[src/rtl/hwpe_vfpu_job_ctrl.sv]
// Per-job VFPU sequencer: pairs A/B operands into the fixed-latency FP pipe, stalls it under result back-pressure.
// Latency FP_LAT from fire to result; A/B ready only together. Optional sticky flags: HWPE_VFPU_JOB_CTRL_FLAGS_EN.
module hwpe_vfpu_job_ctrl #(
   parameter int FP_LAT    = 3,
   parameter int CNT_WIDTH = 16
) (
   input  logic                 clk_i,
   input  logic                 rst_ni,
   input  logic                 start_i,
   input  logic                 clear_i,
   input  logic [CNT_WIDTH-1:0] transaction_size_i,
   input  logic [1:0]           operation_i,
   input  logic [1:0]           rounding_mode_i,
   input  logic                 a_valid_i,
   output logic                 a_ready_o,
   input  logic                 b_valid_i,
   output logic                 b_ready_o,
   output logic [3:0]           fpu_ctrl_o,
   output logic                 fpu_in_valid_o,
   output logic                 fpu_en_o,
   input  logic [5:0]           fpu_flags_i,
   output logic                 r_valid_o,
   input  logic                 r_ready_i,
   output logic                 busy_o,
   output logic                 done_o,
   output logic [5:0]           flags_o
);

   typedef enum logic [1:0] {IDLE, RUN, DRAIN, DONE} state_e;

   localparam logic [CNT_WIDTH-1:0] CNT_ONE = {{(CNT_WIDTH-1){1'b0}}, 1'b1};

   state_e                state_q, state_d;
   logic [CNT_WIDTH-1:0]  size_q, size_d;
   logic [CNT_WIDTH-1:0]  issue_cnt_q, issue_cnt_d;
   logic [CNT_WIDTH-1:0]  retire_cnt_q, retire_cnt_d;
   logic [FP_LAT-1:0]     vpipe_q, vpipe_d;
   logic [3:0]            ctrl_q, ctrl_d;
   logic [5:0]            flags_q, flags_d;
   logic                  busy_q, busy_d;
   logic                  done_q, done_d;

   logic adv, issue_ok, fire, retire;

`ifndef HWPE_VFPU_JOB_CTRL_FLAGS_EN
   logic unused_flags;
   assign unused_flags = ^fpu_flags_i;
`endif

   // A stalled result at the pipe output freezes the whole pipe, including issue.
   assign adv      = !(vpipe_q[FP_LAT-1] && !r_ready_i);
   assign issue_ok = !clear_i && (state_q == RUN) && (issue_cnt_q < size_q) && adv;
   assign fire     = issue_ok && a_valid_i && b_valid_i;
   assign retire   = vpipe_q[FP_LAT-1] && r_ready_i;

   assign a_ready_o      = issue_ok && b_valid_i;
   assign b_ready_o      = issue_ok && a_valid_i;
   assign fpu_in_valid_o = fire;
   assign fpu_en_o       = adv;
   assign r_valid_o      = vpipe_q[FP_LAT-1];
   assign fpu_ctrl_o     = ctrl_q;
   assign flags_o        = flags_q;
   assign busy_o         = busy_q;
   assign done_o         = done_q;

   always_comb begin
      state_d      = state_q;
      size_d       = size_q;
      issue_cnt_d  = issue_cnt_q;
      retire_cnt_d = retire_cnt_q;
      vpipe_d      = vpipe_q;
      ctrl_d       = ctrl_q;
      flags_d      = flags_q;

      if (adv) begin
         vpipe_d[0] = fire;
         for (int i = 1; i < FP_LAT; i++) begin
            vpipe_d[i] = vpipe_q[i-1];
         end
      end
      if (fire) begin
         issue_cnt_d = issue_cnt_q + CNT_ONE;
      end
      if (retire) begin
         retire_cnt_d = retire_cnt_q + CNT_ONE;
`ifdef HWPE_VFPU_JOB_CTRL_FLAGS_EN
         flags_d = flags_q | fpu_flags_i;
`endif
      end

      unique case (state_q)
         IDLE: begin
            if (start_i) begin
               size_d       = transaction_size_i;
               ctrl_d       = {operation_i, rounding_mode_i};
               flags_d      = '0;
               issue_cnt_d  = '0;
               retire_cnt_d = '0;
               state_d      = (transaction_size_i == '0) ? DONE : RUN;
            end
         end
         RUN: begin
            if (fire && (issue_cnt_q + CNT_ONE == size_q)) begin
               state_d = DRAIN;
            end
         end
         DRAIN: begin
            if (retire && (retire_cnt_q + CNT_ONE == size_q)) begin
               state_d = DONE;
            end
         end
         DONE: begin
            state_d      = IDLE;
            issue_cnt_d  = '0;
            retire_cnt_d = '0;
         end
         default: state_d = IDLE;
      endcase

      // Abort drops all in-flight work but leaves the job's flags visible.
      if (clear_i) begin
         state_d      = IDLE;
         issue_cnt_d  = '0;
         retire_cnt_d = '0;
         vpipe_d      = '0;
      end

      busy_d = (state_d == RUN) || (state_d == DRAIN);
      done_d = (state_d == DONE);
   end

   always_ff @(posedge clk_i or negedge rst_ni) begin
      if (!rst_ni) begin
         state_q      <= IDLE;
         size_q       <= '0;
         issue_cnt_q  <= '0;
         retire_cnt_q <= '0;
         vpipe_q      <= '0;
         ctrl_q       <= '0;
         flags_q      <= '0;
         busy_q       <= 1'b0;
         done_q       <= 1'b0;
      end else begin
         state_q      <= state_d;
         size_q       <= size_d;
         issue_cnt_q  <= issue_cnt_d;
         retire_cnt_q <= retire_cnt_d;
         vpipe_q      <= vpipe_d;
         ctrl_q       <= ctrl_d;
         flags_q      <= flags_d;
         busy_q       <= busy_d;
         done_q       <= done_d;
      end
   end

endmodule

[config.mk]
export PLATFORM = sky130hd
export DESIGN_NAME = hwpe_vfpu_job_ctrl
export DESIGN_NICKNAME = d
export VERILOG_FILES = /design/src/rtl/hwpe_vfpu_job_ctrl.sv
export SDC_FILE = /design/constraint.sdc
export NUM_CORES = 1
export LEC_CHECK = 0
export ABC_CLOCK_PERIOD_IN_PS = 2900
export BUFFER_PORTS_ARGS = -buffer_cell sky130_fd_sc_hd__clkbuf_2
export CAP_MARGIN = 15
export CORE_AREA = 2 2 92 94
export DETAILED_ROUTE_END_ITERATION = 12
export DIE_AREA = 0 0 94 96
export PLACE_DENSITY_LB_ADDON = 0.12
export SYNTH_ARGS = -nofsm -noshare
export SYNTH_HDL_FRONTEND = slang
export SYNTH_SLANG_ARGS = --single-unit
[constraint.sdc]
create_clock -name clk_i -period 2.9 [get_ports clk_i]
set_clock_uncertainty 0.15 [all_clocks]
set_input_delay 0.145 -clock clk_i [delete_from_list [all_inputs] [get_ports clk_i]]
set_output_delay 0.145 -clock clk_i [all_outputs]
set_load 0.02 [all_outputs]
==> impl_results.md <==
* Buffers on Ports at 37
* CP top delay family: compound AO/OA/AOI/OAI gates
* Full die area at around 0.009 mm²
* Top cell type's share of synthesized area at between 30 and 40%
* Post-route core utilization at 66.70%
* Most frequent cells in the layout: dfrtp_1, buf_4, nor2_1
* Metal-1 WL at about 4.7 mm
* Place WS at 0.008557 ns
* CP max FO at 4
* CP Launch Type: flip-flop
* H-tree levels at 3
* Tightest Pin Transition at 0.7841 ns
* TritonCTS clock tree: done
* Routed wire length at about 11 mm
* Unique cell type count in the Yosys netlist at 57
* Ports at 50
* Post-Synth XOR/XNOR Area at 13.84%
* Multi-input gate area at approximately 0.0026 mm²
* HP Class: in2reg
* Status: finished, final reports clean
* Rel. slew slack at a little under half
* Post-synthesis adder-cell area fraction at around 7%
* Share of cells above drive strength 1 at between 30% and 40%
* Total iterations of the first detailed-routing run at 4
* Simple-gate share of the synthesized area at 20.60%
* Fmax at 348.5 MHz
* Power Density at 684.9 mW/mm²
* DR vias/cell at between 5 and 6
* Horiz. Die Dim at roughly 94 µm
* DRT antenna net count at 0
* CP Cell Sequence: ha_4 -> buf_4 -> and2_1 -> o21ai_1 -> a21oi_1 -> a211o_1 -> nor4_4 -> a41oi_2 -> o21a_1 -> a211oi_2 -> ha_1
* Worst path buffer plus inverter count at 1
* Comb power frac at a little under half
* Crit path capture type: flip-flop
* Final TNS setup at 0 ns
* Clk Latency, worst-skew pair at roughly 0.34 ns
* Tmin final at 2.870 ns
* Chip height at around 96 µm
* Clock network power share at ~22%
* Number of synthesized flops with an enable pin at 0
* Mux cell area share after synthesis at 6.480%
* Core Box Area at between 0.008 and 0.009 mm²
* DP HPWL at approximately 7.7 mm
* Area growth syn-to-layout at 30.57%
* Final setup viols at 0
* CTS max path bufs at 2
* Metal2 WL at 5.496 mm
* Tcrit/Tclk final at between 90% and 100%
* Ys async rst share at 100.0%
* Pleak at ~2.4 nW
* Commonest non-fill, non-tap cell in the layout: dfrtp_1
* Synthesized area at slightly above 0.004 mm²
* CTS clk-pin slew, worst paths at around 0.07 ns
* Critical path data arrival time at 2.95 ns
* Vias post-DR at about 3600
* Placed instance count at approximately 610
* Total CTS buffers at 9
* Top cells by area, synth: dfrtp_1, xnor2_1, ha_1
* Syn Area/Cell at just over 9 µm²
* GRT overflow at 0
* P_int at between 0.002 and 0.0025 W
* Antenna diodes at 0
* CP max stage delay at 0.44 ns
* Initial core utilization at approximately half
* Post-synthesis sequential area ratio at a little over a third
* First-pass GRT wire length at 17.60 mm
* Length of routed met3 wiring at 411 µm
* Gate Count Post-Synth at around 450
* CP Class: reg2reg
* Reg power frac at between 30% and 40%
* Routability cong. at between 0.9 and 1
* Final #Nets at about 610
* Clk sinks at between 50 and 60
* Max layer used: met4
* Row count at 33
* RSZ-0062 raised after global routing: yes
* DRC Markers at 0
* CTS root buf: clkbuf_8
* Pin count of the biggest net entering global routing at 60
* Post-synthesis compound-gate area fraction at 10.59%
* Largest family of logic cells by synthesized area: simple AND/OR/NAND/NOR gates
* Register Area at ~0.0015 mm²
* Synth area leader: dfrtp_1
* Per-cell routed wire length at between 15 and 20 µm
* Pins Over Slew Limit at 0
* Non-filler cells, final at ~660
* Yosys warning count at 0
* Yosys reg bits at between 50 and 60
* Top_reg_cell synth: dfrtp_1
* Antenna violations before repair at 0
* Psw at 0.001443 W
* Vias in the first global route at 3552
* Worst-case vdd ir drop at 0.4971 mV
* Fillers at 660
* Switching part of the total at between 30% and 40%
* Design Power at ~0.0037 W
* Max_cap viols at 0
* CP max-delay cell: dfrtp_2
* Critical Path RT at just under 3 ns
* Overall Global Routing Usage at 25.59%
* Worst setup margin at roughly 0.030 ns
* Final Hold Fails at 0
* Number of DRC markers in iteration 0 at around 140
## worst reg2reg max path, stage by stage (launching register included)
cell and delay, ns:
dfrtp_2 0.44, ha_4 0.18, buf_4 0.13, and2_1 0.16, o21ai_1 0.15, a21oi_1 0.10, a211o_1 0.27, nor4_4 0.33
a41oi_2 0.14, o21a_1 0.21, a211oi_2 0.22, ha_1 0.27
## Yosys cell counts, types with 2 or more instances
cell type	count
clkbuf_1	10
and4_1	2
nor2_1	45
o31ai_1	3
nand3_1	17
a21oi_1	17
a311oi_1	2
ha_1	23
dfrtp_1	59
nor4_1	9
buf_4	8
nor3_2	2
nor3_1	5
nor3b_1	3
inv_1	26
xor2_1	32
or3_1	5
a211oi_1	5
a31oi_1	2
mux2i_1	3
o2111ai_1	2
mux2_2	21
a41oi_1	3
and2_1	4
xnor2_1	33
nand4_2	2
a21o_1	2
nand4_1	6
buf_2	4
and3_1	9
nor2b_1	3
a211o_1	3
nor4b_1	2
or2_2	3
o21ai_0	16
nand2_1	32
nand2b_1	2
## power by group through the flow
stage	Clock, W	Sequential [W]	Combinational [W]
3_3_place_gp	0	0.00118	0.00143
5_1_grt	0.000879	0.00120	0.00183
2_1_floorplan	0	0.00119	0.000971
6_report	0.000819	0.00119	0.00167
3_5_place_dp	0	0.00119	0.00146
4_1_cts	0.000835	0.00118	0.00150
## metrics by stage
stage                     area (µm²)  hold WS (ns)
final                           5370       0.04571
after CTS                       5099       0.04118
after detailed placement        4653        0.2050
after global routing            5370       0.07896
after floorplan                 4131       -0.3006
after global placement          4653        0.2026
## final timing paths
check                      slack, ns         endpoint            from  cells after the start
setup / recovery                0.03           busy_o  issue_cnt_q[1]                     11
hold / removal                  0.05       vpipe_q[0]       r_ready_i                      4
setup reg to reg                0.03           busy_o  issue_cnt_q[1]                     11
hold reg to reg                 0.36    fpu_ctrl_o[0]   fpu_ctrl_o[0]                      1
max in group asynchronous       1.67        size_q[3]          rst_ni                      3
min in group asynchronous       0.34  retire_cnt_q[4]          rst_ni                      3
## repair_timing
action / in CTS / in global routing
setup endpoints to repair: 3 / 6
hold endpoints to repair: 84 / 0
resized for setup: 2 / 46
pin swaps: 0 / 22
hold buffers: 23 / 0
setup buffers: 0 / 9
## cells by family after synthesis
kind of cell / count (synthesis)
DFF: 59
and+or+nand+nor: 158
other: 1
buffers and inverters: 49
AOI/OAI and AO/OA: 66
xor gates and xnor gates: 65
muxes: 24
adders and majority gates: 23
## routing by layer
metal / global-route usage (%) / up-vias
met5: 0 / -
met4: 9.662 / 0
met3: 4.307 / 20
met2: 44.40 / 80
met1: 32.06 / 1763
li1: - / 1748
## flip-flops by register name (all words and copies together), names as in the netlist
| signal | count |
|---|---|
| vpipe_q | 3 |
| size_q | 16 |
| state_q | 2 |
| fpu_ctrl_o | 4 |
| issue_cnt_q | 16 |
| retire_cnt_q | 16 |
| busy_o | 1 |
| done_o | 1 |
## cell type report
class	instances	share of cell area (%)
clock inverter	4	0.8854
clock buffer	12	3.075
sequential	59	27.63
inverter	26	1.817
timing repair buffer	113	15.21
multi-input combinational	342	48.93
tap	105	2.446
Power figures use the tool's default switching activity.
